<file path="config.mk">
export PLATFORM = sky130hd
export DESIGN_NAME = addsub_slice_seq
export DESIGN_NICKNAME = d
export VERILOG_FILES = /design/src/rtl/addsub_slice_seq.sv
export SDC_FILE = /design/constraint.sdc
export NUM_CORES = 1
export LEC_CHECK = 0
export CAP_MARGIN = 20
export CORE_MARGIN = 1.5
export CORE_UTILIZATION = 51
export DETAILED_ROUTE_END_ITERATION = 12
export PLACE_DENSITY = 0.81
export SLEW_MARGIN = 10
export SYNTH_ARGS = -nofsm -noshare
export SYNTH_HDL_FRONTEND = slang
export SYNTH_SLANG_ARGS = --single-unit
export TNS_END_PERCENT = 1
</file>
<file path="constraint.sdc">
create_clock -name clk -period 3.58 [get_ports clk]
set_input_delay 0.537 -clock clk [delete_from_list [all_inputs] [get_ports clk]]
set_output_delay 0.537 -clock clk [all_outputs]
set_load 0.05 [all_outputs]
</file>
<file path="src/rtl/addsub_slice_seq.sv">
// addsub_slice_seq: multicycle signed add/subtract sequencer.
// Two signed WIDTH-bit operands are accepted through a valid/ready handshake.
// Both operands are sign-extended to EW bits, where EW is WIDTH+1 rounded up
// to an even number. The operation then runs through a 2-bit ripple slice in
// NS = EW/2 clock steps, and the result is handed off through valid/ready.
// Subtraction is done by inverting B before the extension and seeding the
// carry with 1.
// Optional build macro: ADDSUB_SAT_EN. When it is defined, an overflowing
// result is clamped to the most positive or most negative value.

// Single full-adder cell.
module addsub_fa_cell (
  input  logic a,
  input  logic b,
  input  logic ci,
  output logic s,
  output logic co
);
  assign s  = a ^ b ^ ci;
  assign co = (a & b) | (ci & (a ^ b));
endmodule

// 2-bit ripple adder slice built from two full-adder cells.
module addsub_slice2 (
  input  logic [1:0] a,
  input  logic [1:0] b,
  input  logic       ci,
  output logic [1:0] s,
  output logic       co
);
  logic c_mid_s;

  addsub_fa_cell u_fa0 (
    .a  (a[0]),
    .b  (b[0]),
    .ci (ci),
    .s  (s[0]),
    .co (c_mid_s)
  );

  addsub_fa_cell u_fa1 (
    .a  (a[1]),
    .b  (b[1]),
    .ci (c_mid_s),
    .s  (s[1]),
    .co (co)
  );
endmodule

module addsub_slice_seq #(
  parameter int WIDTH = 3
) (
  input  logic             clk,
  input  logic             rst_n,
  input  logic             in_valid,
  output logic             in_ready,
  input  logic [WIDTH-1:0] in_a,
  input  logic [WIDTH-1:0] in_b,
  input  logic             in_sub,
  output logic             res_valid,
  input  logic             res_ready,
  output logic [WIDTH-1:0] res_sum,
  output logic             res_ovf,
  output logic             busy
);

  // Extended width is even, so the operands split evenly into 2-bit chunks.
  // At least one guard bit lies above the WIDTH-bit result.
  localparam int EW = ((WIDTH + 2) / 2) * 2;
  localparam int NS = EW / 2;
  localparam int SW = (NS > 1) ? $clog2(NS) : 1;
  localparam logic [SW-1:0] LAST_STEP = SW'(NS - 1);

  typedef enum logic [1:0] {
    IDLE = 2'd0,
    RUN  = 2'd1,
    DONE = 2'd2
  } state_t;

  state_t            state_r,     state_nx_s;
  logic [EW-1:0]     op_a_r,      op_a_nx_s;
  logic [EW-1:0]     op_b_r,      op_b_nx_s;
  logic [EW-1:0]     sum_r,       sum_nx_s;
  logic              carry_r,     carry_nx_s;
  logic [SW-1:0]     step_r,      step_nx_s;
  logic              in_ready_r,  in_ready_nx_s;
  logic              res_valid_r, res_valid_nx_s;
  logic              busy_r,      busy_nx_s;
  logic [WIDTH-1:0]  res_sum_r,   res_sum_nx_s;
  logic              res_ovf_r,   res_ovf_nx_s;

  logic [WIDTH-1:0]  b_sel_s;
  logic [1:0]        slice_sum_s;
  logic              slice_co_s;
  logic [SW:0]       bit_pos_s;
  logic [EW-1:0]     step_sum_s;
  logic              step_ovf_s;
  logic [WIDTH-1:0]  step_res_s;

`ifdef ADDSUB_SAT_EN
  localparam logic [WIDTH-1:0] SUM_MAX = {1'b0, {(WIDTH-1){1'b1}}};
  localparam logic [WIDTH-1:0] SUM_MIN = {1'b1, {(WIDTH-1){1'b0}}};
`endif

  // The operand registers shift right by one chunk per step, so the
  // current chunk is always in bits [1:0].
  addsub_slice2 u_slice (
    .a  (op_a_r[1:0]),
    .b  (op_b_r[1:0]),
    .ci (carry_r),
    .s  (slice_sum_s),
    .co (slice_co_s)
  );

  assign in_ready  = in_ready_r;
  assign res_valid = res_valid_r;
  assign busy      = busy_r;
  assign res_sum   = res_sum_r;
  assign res_ovf   = res_ovf_r;

  // Next-state, datapath and registered-output decode for the sequencer.
  always_comb begin
    state_nx_s   = state_r;
    op_a_nx_s    = op_a_r;
    op_b_nx_s    = op_b_r;
    sum_nx_s     = sum_r;
    carry_nx_s   = carry_r;
    step_nx_s    = step_r;
    res_sum_nx_s = res_sum_r;
    res_ovf_nx_s = res_ovf_r;

    b_sel_s    = in_sub ? ~in_b : in_b;
    bit_pos_s  = {step_r, 1'b0};
    step_sum_s = (sum_r & ~({{(EW-2){1'b0}}, 2'b11} << bit_pos_s))
               | ({{(EW-2){1'b0}}, slice_sum_s} << bit_pos_s);
    // After the last step, the guard bit differs from the result MSB
    // exactly when the signed result is out of range.
    step_ovf_s = step_sum_s[WIDTH] ^ step_sum_s[WIDTH-1];

`ifdef ADDSUB_SAT_EN
    if (step_ovf_s) begin
      if (step_sum_s[WIDTH]) begin
        step_res_s = SUM_MIN;
      end else begin
        step_res_s = SUM_MAX;
      end
    end else begin
      step_res_s = step_sum_s[WIDTH-1:0];
    end
`else
    step_res_s = step_sum_s[WIDTH-1:0];
`endif

    case (state_r)
      IDLE: begin
        if (in_valid && in_ready_r) begin
          op_a_nx_s  = {{(EW-WIDTH){in_a[WIDTH-1]}}, in_a};
          op_b_nx_s  = {{(EW-WIDTH){b_sel_s[WIDTH-1]}}, b_sel_s};
          sum_nx_s   = {EW{1'b0}};
          carry_nx_s = in_sub;
          step_nx_s  = {SW{1'b0}};
          state_nx_s = RUN;
        end else begin
          state_nx_s = IDLE;
        end
      end
      RUN: begin
        op_a_nx_s  = {2'b00, op_a_r[EW-1:2]};
        op_b_nx_s  = {2'b00, op_b_r[EW-1:2]};
        sum_nx_s   = step_sum_s;
        carry_nx_s = slice_co_s;
        step_nx_s  = step_r + SW'(1);
        if (step_r == LAST_STEP) begin
          res_sum_nx_s = step_res_s;
          res_ovf_nx_s = step_ovf_s;
          state_nx_s   = DONE;
        end else begin
          state_nx_s = RUN;
        end
      end
      DONE: begin
        if (res_ready) begin
          state_nx_s = IDLE;
        end else begin
          state_nx_s = DONE;
        end
      end
      default: begin
        state_nx_s = IDLE;
      end
    endcase

    in_ready_nx_s  = (state_nx_s == IDLE);
    res_valid_nx_s = (state_nx_s == DONE);
    busy_nx_s      = (state_nx_s != IDLE);
  end

  // State, datapath and output registers; async reset drops any transaction.
  always_ff @(posedge clk or negedge rst_n) begin
    if (!rst_n) begin
      state_r     <= IDLE;
      op_a_r      <= {EW{1'b0}};
      op_b_r      <= {EW{1'b0}};
      sum_r       <= {EW{1'b0}};
      carry_r     <= 1'b0;
      step_r      <= {SW{1'b0}};
      in_ready_r  <= 1'b1;
      res_valid_r <= 1'b0;
      busy_r      <= 1'b0;
      res_sum_r   <= {WIDTH{1'b0}};
      res_ovf_r   <= 1'b0;
    end else begin
      state_r     <= state_nx_s;
      op_a_r      <= op_a_nx_s;
      op_b_r      <= op_b_nx_s;
      sum_r       <= sum_nx_s;
      carry_r     <= carry_nx_s;
      step_r      <= step_nx_s;
      in_ready_r  <= in_ready_nx_s;
      res_valid_r <= res_valid_nx_s;
      busy_r      <= busy_nx_s;
      res_sum_r   <= res_sum_nx_s;
      res_ovf_r   <= res_ovf_nx_s;
    end
  end

endmodule

</file>
==> reports/metrics.csv, run 1 <==
metric;value;unit
DRT Pass-1 Iters;4;
initial antenna violation count;0;
Area growth syn-to-layout;23.9;%
Worst Setup Path Type;register to primary output;
Row Count;14;
Hold Crit Class;register to register;
H-tree depth;1;
Gate Count Post-Synth;63;
Pwr Density;961;nW/um^2
global placement routability congestion;0.775;
clock transition at the registers of the reported paths;100;ps
slew margin rel.;0.433;
critical path depth;1;
port bufs;17;
RSZ-0062 raised after global routing;no;
antenna viol nets, final;0;
CP Capture Type;primary output;
Final nets;95;
status;finished clean;
crit path capture;in_ready;
cell family contributing the most delay on the critical path;buffers and inverters;
Slew Viols, Final;0;
gr usage total;0.167;
DP HPWL;1.01;mm
Leak;0.000475;uW
Yosys warnings;0;
vias per cell;5.63;
Finished Core Util;0.671;
synthesized cell area;816;um^2
Critical Path AT;1630;ps
Die Ht;43.0;um
clock skew;2.46;ps
largest net degree at the start of global routing;20;
DR iter-0 viols;5;
Via Count;546;
area of the core;1510;um^2
fmax;461;MHz
WP data required;3040;ps
ANT cells;0;
Setup crit start;in_ready$_DFF_PN1_;
R2R Path Start;carry_r$_DFFE_PN0P_;
first-pass GRT wire length;2.26;mm
setup repair bufs after CTS;0;
# setup viols final;0;
Reg2Reg Depth;4;
RR Endpoint;res_ovf$_DFFE_PN0P_;
critical path cell sequence;clkdlybuf4s50_1;
share of layout cells above drive strength 1;0.0988;
Initial Util;0.542;
GRT overflow;0;
CTS tree;done;
Final min period;2170;ps
CTS resizes;0;
DRC;0;
Max-Cap Viols;0;
critical path's largest stage delay;790;ps
syn avg cell area;12.9;um^2
Netlist cell types;26;
vias in the first global route;539;
Post-CTS Hold Buffers;0;
reg-to-reg slack, setup;1880;ps
Max FO, Critical Path;3;
Mapped Nets;76;
Seq/Total Area, Yosys;0.584;
# IOs;18;
Worst setup SP type;register;
total wire length;1.34;mm
Num Clock Sinks;19;
total CTS buffers;3;
die area;1850;um^2
Synth Register Bits;19;
period utilization;0.606;
die width;43.0;um
most frequent cells in the layout;18 x dfrtp_1, 17 x clkdlybuf4s50_1, 7 x nand2_1;
Max clock buf depth;2;
clk_lat worst skew;290;ps
wire length per cell;13.8;um
Setup TNS;0;ps
CP bufs+invs;1;
most common cell after layout, fill and taps aside;dfrtp_1;
CTS Root Buffer Type;clkbuf_4;
measured slew at the worst slew-check pin;848;ps
Crit-path slowest cell;clkdlybuf4s50_1;
Max VDD drop;0.000537;V
Final Hold Fails;0;
## layout make-up
class,instances,area (um^2)
Tap cell,16,20.0
Inverter,1,3.75
Sequential cell,19,477
Fill cell,121,495
Multi-Input combinational cell,40,314
Timing Repair Buffer,17,170
Clock buffer,4,26.3
## report_power, final
| group | internal, uW | switching (uW) | leakage, uW |
|---|---|---|---|
| Combinational | 210 | 277 | 0.000218 |
| Clock | 43.3 | 62.7 | 0.0000150 |
| Sequential | 314 | 64.0 | 0.000242 |
| Total | 568 | 404 | 0.000475 |
## per-layer routing
layer,up-vias,track usage,share of wire,routed length (um)
met5,-,0,0,0
met4,0,0.0727,0,0
met3,0,0.0383,0.039,52
met2,14,0.270,0.51,680
met1,273,0.214,0.45,605
li1,259,-,-,-
## worst min path at each step
| stage | startpoint | endpoint | slack [ps] | cells after the start |
|---|---|---|---|---|
| floorplan | rst_n | busy$_DFF_PN0_ | 240 | 0 |
| finish | res_ovf$_DFFE_PN0P_ | res_ovf$_DFFE_PN0P_ | 490 | 2 |
| CTS | res_ovf$_DFFE_PN0P_ | res_ovf$_DFFE_PN0P_ | 490 | 2 |
| global placement | res_sum[2]$_DFFE_PN0P_ | res_sum[2]$_DFFE_PN0P_ | 460 | 2 |
| detailed placement | res_ovf$_DFFE_PN0P_ | res_ovf$_DFFE_PN0P_ | 470 | 2 |
| global route | op_a_r[2]$_DFFE_PN0P_ | op_a_r[2]$_DFFE_PN0P_ | 520 | 1 |
## Yosys cell counts (all sizes together)
| cell | instances | area (um^2) |
|---|---|---|
| a221o | 4 | 40.0 |
| nor2 | 1 | 3.75 |
| a21o | 1 | 7.51 |
| a21oi | 1 | 5.00 |
| inv | 1 | 3.75 |
| fa | 2 | 40.0 |
| or2 | 1 | 6.26 |
| nand3 | 1 | 5.00 |
| or3b | 1 | 8.76 |
| nand3b | 1 | 7.51 |
| buf | 3 | 21.3 |
| nand2 | 7 | 26.3 |
| o31ai | 1 | 7.51 |
| xnor2 | 2 | 17.5 |
| nor3b | 1 | 12.5 |
| a22oi | 1 | 7.51 |
| dfstp | 1 | 26.3 |
| o21ai | 3 | 15.0 |
| and2 | 3 | 18.8 |
| xor2 | 2 | 17.5 |
| and4bb | 1 | 12.5 |
| mux2 | 2 | 22.5 |
| dfrtp | 18 | 450 |
| nor2b | 1 | 6.26 |
| a22o | 3 | 26.3 |
## worst min-delay path: stages, from the launching register on
cell     delay [ps]
dfrtp_1         350
nand2_1          40
o21ai_0          60
## stage by stage
step	worst slack (ps)	cell area, um^2	hold WS, ps	cells	total power (uW)
finish	1410	1010	486	97	972
global route	1370	1010	519	97	1030
CTS	1400	1010	494	97	983
detailed placement	1660	985	470	93	876
global placement	1680	985	458	93	861
floorplan	1950	816	241	63	755
## state kept, by name (all words and copies together), names as in the netlist
register   cells
res_sum        3
carry_r        1
res_ovf        1
op_b_r         3
res_valid      1
busy           1
step_r         1
op_a_r         3
sum_r          2
state_r        2
in_ready       1
## cells by family (layout without fill, tap and decap cells)
logic type	after synthesis	after routing	share of synthesized area
xor gates and xnor gates	4	4	0.0430
DFF	19	19	0.584
and+or+nand+nor	18	18	0.132
adders and majority gates	2	2	0.0491
AOI/OAI and AO/OA	14	14	0.133
buffers and inverters	4	22	0.0307
muxes	2	2	0.0276
No activity file was read; power rests on OpenSTA's default activity.
==> run 2, diff against run 1 <==
- CORE_UTILIZATION: 51 -> 43
- PLACE_DENSITY: 0.81 -> 0.72
- clock period: 3.58 -> 1.9 ns (I/O delays scaled with it)
==> reports/metrics.csv, run 2 (same netlist as run 1, synthesis figures left out) <==
metric;value;unit;change
status;finished clean;;
wire length per cell;13.7;um;-1.0%
# setup viols final;0;;unchanged
ANT cells;0;;unchanged
reg-to-reg slack, setup;200;ps;-1680 ps
vias in the first global route;531;;-1.5%
Initial Util;0.467;;-0.0741
clock skew;6.60;ps;+4.14 ps
Max VDD drop;0.000635;V;+18%
Reg2Reg Depth;4;;unchanged
Final Hold Fails;0;;unchanged
clk_lat worst skew;300;ps;about the same
Pwr Density;1800;nW/um^2;+87%
Fillers;158;;+31%
Crit-path slowest cell;clkdlybuf4s50_1;;
DP HPWL;1.13;mm;+12%
most frequent cells in the layout;18 x dfrtp_1, 16 x clkdlybuf4s50_1, 7 x nand2_1;;
Area growth syn-to-layout;26.1;%;
critical path's largest stage delay;800;ps;about the same
DRC;0;;unchanged
placed cell areas;1000;um^2;+1.7%
Critical Path AT;1470;ps;-160 ps
RSZ-0062 raised after global routing;no;;
gr usage total;0.171;;+0.00380
global placement routability congestion;0.729;;-6.0%
Via Count;552;;+1.1%
die width;46.6;um;+8.3%
period utilization;0.926;;
first-pass GRT wire length;2.47;mm;+9.5%
CTS Root Buffer Type;clkbuf_4;;
initial antenna violation count;0;;unchanged
Worst setup SP type;register;;
CTS tree;done;;
largest net degree at the start of global routing;12;;-40%
CP Capture Type;primary output;;
Num Clock Sinks;19;;unchanged
Setup TNS;0;ps;unchanged
clock transition at the registers of the reported paths;110;ps;about the same
H-tree depth;1;;unchanged
slew margin rel.;0.672;;+0.239
fmax;569;MHz;
DR iter-0 viols;8;;+3
dpl ws;204;ps;-1460 ps
final instance area;1030;um^2;+1.7%
RR Endpoint;res_ovf$_DFFE_PN0P_;;
Max clock buf depth;2;;unchanged
vias per cell;5.16;;-8.3%
cell family contributing the most delay on the critical path;buffers and inverters;;
Leak;0.000484;uW;+1.8%
DRT Pass-1 Iters;4;;unchanged
final worst slack;142;ps;-1270 ps
most common cell after layout, fill and taps aside;dfrtp_1;;
share of layout cells above drive strength 1;0.134;;+0.0354
critical path cell sequence;clkdlybuf4s50_1;;
Pwr Total;1850;uW;+91%
Hold Crit Class;primary input to asynchronous set/reset pin;;
area of the core;1750;um^2;+16%
worst hold slack;266;ps;-220 ps
total CTS buffers;3;;unchanged
Max-Cap Viols;0;;unchanged
antenna viol nets, final;0;;unchanged
total wire length;1.46;mm;+9.2%
port bufs;17;;unchanged
R2R Path Start;carry_r$_DFFE_PN0P_;;
# IOs;18;;unchanged
measured slew at the worst slew-check pin;491;ps;-357 ps
Slew Viols, Final;0;;unchanged
Post-CTS Hold Buffers;0;;unchanged
Die Ht;46.6;um;+8.3%
CP bufs+invs;1;;unchanged
Max FO, Critical Path;2;;-1
WP data required;1620;ps;-1420 ps
GRT overflow;0;;unchanged
Worst Setup Path Type;register to primary output;;
CTS resizes;0;;unchanged
Final nets;96;;+1.1%
die area;2170;um^2;+17%
setup repair bufs after CTS;0;;unchanged
Final min period;1760;ps;
Row Count;15;;+1
-- run 2: cell count changes in the layout (fill, tap and decap cells not counted), sizes merged --
cell	change
clkdlybuf4s50	-1
clkbuf	-1
buf	+2
clkinv	+1
-- run 2: power by group --
group	switching [uW]	internal (uW)	leakage (uW)	total [uW]
Clock	128	78.4	0.0000177	207
Sequential	127	591	0.000242	718
Combinational	533	395	0.000224	928
-- run 2: layout make-up --
| class | count | area (um^2) | area share |
|---|---|---|---|
| inverter | 1 | 3.75 | 0.00365 |
| multi-input combinational | 40 | 314 | 0.305 |
| clock buffer | 3 | 22.5 | 0.0219 |
| tap | 25 | 31.3 | 0.0304 |
| sequential | 19 | 477 | 0.464 |
| timing repair buffer | 18 | 175 | 0.170 |
| clock inverter | 1 | 5.00 | 0.00487 |
-- run 2: worst max-delay path by stage --
stage	start	endpoint	slack [ps]	depth (start not counted)
floorplan	carry_r$_DFFE_PN0P_	res_ovf$_DFFE_PN0P_	270	4
global placement	carry_r$_DFFE_PN0P_	res_ovf$_DFFE_PN0P_	210	4
detailed placement	carry_r$_DFFE_PN0P_	res_ovf$_DFFE_PN0P_	200	4
CTS	res_sum[2]$_DFFE_PN0P_	res_sum[2]	130	1
global route	res_ovf$_DFFE_PN0P_	res_ovf	90	1
finish	res_sum[2]$_DFFE_PN0P_	res_sum[2]	140	1
-- run 2: stage by stage --
stage,instances,util
2_1_floorplan,63,-
3_3_place_gp,103,0.573
3_5_place_dp,103,0.573
4_1_cts,107,0.589
5_1_grt,107,0.589
6_report,107,0.589
-- run 2: worst register-to-register path, cell delays in order (launching register included) --
cell and delay [ps]:
dfrtp_1 420, fa_1 440, fa_1 530, xnor2_1 120
o21ai_0 80
-- run 2: routing by layer --
| metal | up-vias | global-route usage | wire length [um] | part of all wire |
|---|---|---|---|---|
| li1 | 259 | - | - | - |
| met4 | 0 | 0.0857 | 26 | 0.018 |
| met1 | 270 | 0.220 | 660 | 0.45 |
| met5 | - | 0 | 0 | 0 |
| met2 | 19 | 0.269 | 703 | 0.48 |
| met3 | 4 | 0.0353 | 71 | 0.049 |
==> run 3, diff against run 2 <==
- CORE_UTILIZATION: 43 -> 47
- PLACE_DENSITY: 0.72 -> 0.75
- clock period: 1.9 -> 1.7 ns (I/O delays scaled with it)
==> reports/metrics.csv, run 3 (same netlist as run 1, synthesis figures left out) <==
metric;value;unit;change
final worst slack;23.3;ps;-118 ps
clock skew;3.78;ps;-2.81 ps
clock transition at the registers of the reported paths;100;ps;about the same
Leak;0.000495;uW;+2.4%
GRT overflow;0;;unchanged
critical path's largest stage delay;550;ps;-250 ps
most common cell after layout, fill and taps aside;dfrtp_1;;
most frequent cells in the layout;18 x dfrtp_1, 10 x clkdlybuf4s50_1, 9 x buf_4;;
ANT cells;0;;unchanged
Sequential cell area;477;um^2;unchanged
antenna viol nets, final;0;;unchanged
measured slew at the worst slew-check pin;365;ps;-125 ps
Max FO, Critical Path;2;;unchanged
Via Count;547;;-0.91%
Crit-path slowest cell;fa_1;;
# setup viols final;0;;unchanged
die width;44.7;um;-4.1%
clk_lat worst skew;300;ps;about the same
CP Capture Type;register;;
largest net degree at the start of global routing;13;;+1
initial antenna violation count;0;;unchanged
first-pass GRT wire length;2.37;mm;-3.9%
Slew Viols, Final;0;;unchanged
critical path cell sequence;fa_2, fa_1, xnor2_1, o21ai_1;;
fmax;596;MHz;
Final nets;97;;+1.0%
wire length per cell;13.8;um;+1.1%
slew margin rel.;0.756;;+0.0842
Pwr Density;2040;nW/um^2;+13%
Placed Cells;95;;-7.8%
DRT Pass-1 Iters;7;;+3
multi-input logic area;317;um^2;+0.80%
Worst Setup Path Type;register to register;;
status;complete, but fails checks;;
Post-CTS Hold Buffers;0;;unchanged
DRC;1;;+1
vias per cell;5.53;;+7.1%
area of the core;1560;um^2;-11%
Final min period;1680;ps;
Row Count;14;;-1
CTS resizes;0;;unchanged
# IOs;18;;unchanged
RSZ-0062 raised after global routing;yes;;
post-route insts no fill;99;;-7.5%
Die Ht;44.7;um;-4.1%
vias in the first global route;559;;+5.3%
Critical Path AT;1860;ps;+390 ps
gr usage total;0.170;;-0.000931
DR iter-0 viols;5;;-3
CP bufs+invs;0;;-1
global placement routability congestion;0.758;;+4.0%
period utilization;0.986;;
CTS Root Buffer Type;clkbuf_4;;
port bufs;17;;unchanged
total wire length;1.37;mm;-6.5%
failing checks;design-rule violations;;
cell family contributing the most delay on the critical path;adder cells;;
WP data required;1880;ps;+260 ps
Final Hold Fails;0;;unchanged
Area growth syn-to-layout;24.1;%;
Max clock buf depth;2;;unchanged
Max VDD drop;0.00116;V;+83%
CTS tree;done;;
Fillers;129;;-18%
share of layout cells above drive strength 1;0.229;;+0.0948
dpl ws;7.00;ps;-197 ps
Hold Crit Class;primary input to asynchronous set/reset pin;;
Max-Cap Viols;0;;unchanged
Initial Util;0.523;;+0.0559
setup repair bufs after CTS;0;;unchanged
H-tree depth;1;;unchanged
die area;1990;um^2;-8.0%
DP HPWL;1.04;mm;-8.4%
Num Clock Sinks;19;;unchanged
Worst setup SP type;register;;
total CTS buffers;3;;unchanged
## run 3: changes by cell type in the layout (fill, tap and decap cells not counted)
cell | previous run | this run
buf_4 | 2 | 9
clkdlybuf4s50_1 | 16 | 10
fa_1 | 2 | 1
fa_2 | 0 | 1
o21ai_0 | 3 | 2
o21ai_1 | 0 | 1
## run 3: stage by stage
step | hold slack (ps) | TNS (ps) | util | instance area (um^2) | total power, uW
detailed placement | 465 | 0 | 0.630 | 982 | 1850
global route | 233 | -32.4 | 0.649 | 1010 | 2220
floorplan | -40.6 | 0 | - | 816 | 1590
CTS | 217 | 0 | 0.648 | 1010 | 2070
global placement | 461 | 0 | 0.630 | 982 | 1820
finish | 220 | 0 | 0.649 | 1010 | 2070
## run 3: report_power, final
part / switching [uW] / internal [uW]
combinational: 600 / 445
clock: 134 / 87.7
sequential: 140 / 661
## run 3: path summary, 6_finish.rpt
path | startpoint | end | slack, ps | cells past startpoint
hold reg to reg | res_sum[2]$_DFFE_PN0P_ | res_sum[2]$_DFFE_PN0P_ | 480 | 2
max in group asynchronous | rst_n | op_a_r[1]$_DFFE_PN0P_ | 990 | 2
hold / removal | rst_n | state_r[1]$_DFF_PN0_ | 220 | 1
setup reg to reg | op_a_r[0]$_DFFE_PN0P_ | res_ovf$_DFFE_PN0P_ | 20 | 4
min in group clk | res_sum[2]$_DFFE_PN0P_ | res_sum[2]$_DFFE_PN0P_ | 480 | 2
setup / recovery | op_a_r[0]$_DFFE_PN0P_ | res_ovf$_DFFE_PN0P_ | 20 | 4
## run 3: per-layer routing
| metal | up-vias | GRT usage | routed length, um |
|---|---|---|---|
| met3 | 2 | 0.0612 | 85 |
| met2 | 17 | 0.284 | 653 |
| li1 | 263 | - | - |
| met4 | 0 | 0.0545 | 7 |
| met1 | 265 | 0.202 | 619 |
| met5 | - | 0 | 0 |
## run 3: layout make-up
type                    count  area share
multi-input cells          40       0.313
repair buffers             19       0.166
inverters                   1     0.00371
well taps                  16      0.0198
flip-flops and latches     19       0.471
clock inverters             1     0.00494
clock buffers               3      0.0222
==> RTL change: new RTL, settings of run 3 <==
The parameter `WIDTH` goes from 3 to 5.
--- a/src/rtl/addsub_slice_seq.sv
+++ b/src/rtl/addsub_slice_seq.sv
@@ -48,7 +48,7 @@
 endmodule
 
 module addsub_slice_seq #(
-  parameter int WIDTH = 3
+  parameter int WIDTH = 5
 ) (
   input  logic             clk,
   input  logic             rst_n,
Interface: changed (resized in_a, in_b and res_sum); port bits go from 18 to 24. The function was not compared with the original's and may differ.
==> RTL change against run 3 <==
The run ends with negative setup slack left. Sequential cell count rose by 9. Clock power is 27% higher. Cell area up 65%. Via count rose by 88%. Power increased by 62%. Sequential power increased by 52%. Sequential share of layout area is 4.9 points lower. Routed wire length increased by 96%. Highest routed layer unchanged. Fmax is 6.1% lower. Area after synthesis up 66%. Worst hold slack better by 0.059 ns. Largest cell class unchanged. Setup slack got worse by 0.11 ns.
==> RTL change: results (changes against run 3) <==
| Metric | Value |
|---|---|
| All-Layer GR Usage | `0.183 (+0.0132)` |
| P_leak | `0.739 nW (+49%)` |
| Status | `finished with violations` |
| Max-slew headroom | `0.724 (-0.0316)` |
| Syn nets | `144 (+89%)` |
| Post-synth cell types | `31 (+19%)` |
| Synth cell count leaders | `dfrtp_1, o21ai_0, a22oi_1, nand2_1, buf_2` |
| CP arrival | `2.03 ns (+0.17 ns)` |
| Crit path max fanout | `3 (+1)` |
| Sequential share of the synthesized area | `0.518 (-0.0668)` |
| Post-DP HPWL | `1910 µm (+84%)` |
| XOR/XNOR share of the synthesized area | `0.0387 (-0.00420)` |
| # nets final | `170 (+75%)` |
| FF-to-FF setup slack | `-0.09 ns (-0.11 ns)` |
| Synth Area in Compound Gates | `0.232 (+0.0981)` |
| Failing checks | `negative setup slack` |
| Detailed Route Iter0 Violations | `31 (+26)` |
| Max Root-Sink Buffers | `2 (unchanged)` |
| Global-route wire length before repair | `4540 µm (+91%)` |
| Setup WS pre-CTS | `-0.128 ns (-0.135 ns)` |
| Hold_buf cts | `0 (unchanged)` |
| Htree depth | `1 (unchanged)` |
| Largest net degree at the start of global routing | `29 (+16)` |
| # DRC | `0 (-1)` |
| Final setup TNS | `-0.148 ns (-0.148 ns)` |
| DP Area | `0.00162 mm² (+65%)` |
| Clk_lat worst skew | `0.33 ns (+0.03 ns)` |
| Final Setup Violations | `3 (+3)` |
| Adder-cell share of the synthesized area | `0.0572 (+0.00812)` |
| Reg clk slew, reported paths | `0.14 ns (+0.04 ns)` |
| Max VDD drop | `1.21 mV (+4.5%)` |
| Worst setup margin | `-0.0862 ns (-0.110 ns)` |
| Layout cell share with drive strength beyond 1 | `0.188 (-0.0410)` |
| Setup Skew | `0.00195 ns (-0.00183 ns)` |
| DR pass1 iterations | `5 (-2)` |
| Post-synth EDFFs | `0 (unchanged)` |
| Fill cells | `239 (+85%)` |
| Vias | `1029 (+88%)` |
| Routability congestion estimate | `0.738 (-2.7%)` |
| Mux cell area share after synthesis | `0.0231 (-0.00454)` |
| Port buffer count | `23 (+6)` |
| Initial antenna violation count | `0 (unchanged)` |
| Post-Route WL | `2670 µm (+96%)` |
| Synth top area cells | `dfrtp_1, a22oi_1, o21ai_0` |
| Hold slack final | `0.279 ns (+0.0590 ns)` |
RTL change: per-layer routing:
metal  GRT usage  wire length [µm]
met4      0.0510                20
met5           0                 0
met1       0.211              1170
met2       0.331              1350
met3      0.0484               135
RTL change: critical path: stages (launching register included):
cell and delay [ns]:
dfrtp_1 0.43, fa_2 0.40, fa_2 0.58, xnor2_1 0.09
o41ai_2 0.19
RTL change: final timing paths:
| kind | from | to | cells after the start |
|---|---|---|---|
| max in group asynchronous | rst_n | in_ready$_DFF_PN1_ | 2 |
| max reg2reg | op_b_r[0]$_DFFE_PN0P_ | res_ovf$_DFFE_PN0P_ | 4 |
| min reg2reg | res_sum[0]$_DFFE_PN0P_ | res_sum[0]$_DFFE_PN0P_ | 2 |
| min | rst_n | res_valid$_DFF_PN0_ | 2 |
| max | op_b_r[0]$_DFFE_PN0P_ | res_ovf$_DFFE_PN0P_ | 4 |
| min in group clk | res_sum[0]$_DFFE_PN0P_ | res_sum[0]$_DFFE_PN0P_ | 2 |
RTL change: power breakdown:
group          internal, W  switching (W)
Combinational     0.000764        0.00109
Clock            0.0000921       0.000189
Sequential        0.000961       0.000262
RTL change: logic make-up (layout without fill, tap and decap cells):
group	Yosys count	in the layout
AND/OR/NAND/NOR	23	23
flip-flops	28	28
buffers and inverters	12	37
AO/OA/AOI/OAI	47	47
multiplexers	3	3
adder cells (fa/ha/maj)	5	5
XOR/XNOR	6	6
RTL change: final cells by class:
| cell class | count | area [µm²] | area share |
|---|---|---|---|
| Clock buffer | 4 | 26.3 | 0.0158 |
| Inverter | 3 | 11.3 | 0.00676 |
| Multi-Input combinational cell | 84 | 614 | 0.369 |
| Sequential cell | 28 | 702 | 0.421 |
| Tap cell | 31 | 38.8 | 0.0233 |
| Timing Repair Buffer | 30 | 273 | 0.164 |
RTL change: what timing repair did:
| item | CTS | global route |
|---|---|---|
| endpoints found under the setup margin | 5 | 5 |
| pin swaps | 3 | 1 |
| gates resized for setup | 0 | 5 |
RTL change: stage by stage:
step	total power, W	instances	util
after floorplan	0.00250	124	-
after global placement	0.00296	176	0.588
after detailed placement	0.00302	176	0.588
after CTS	0.00330	180	0.598
after global routing	0.00361	180	0.604
final	0.00335	180	0.604
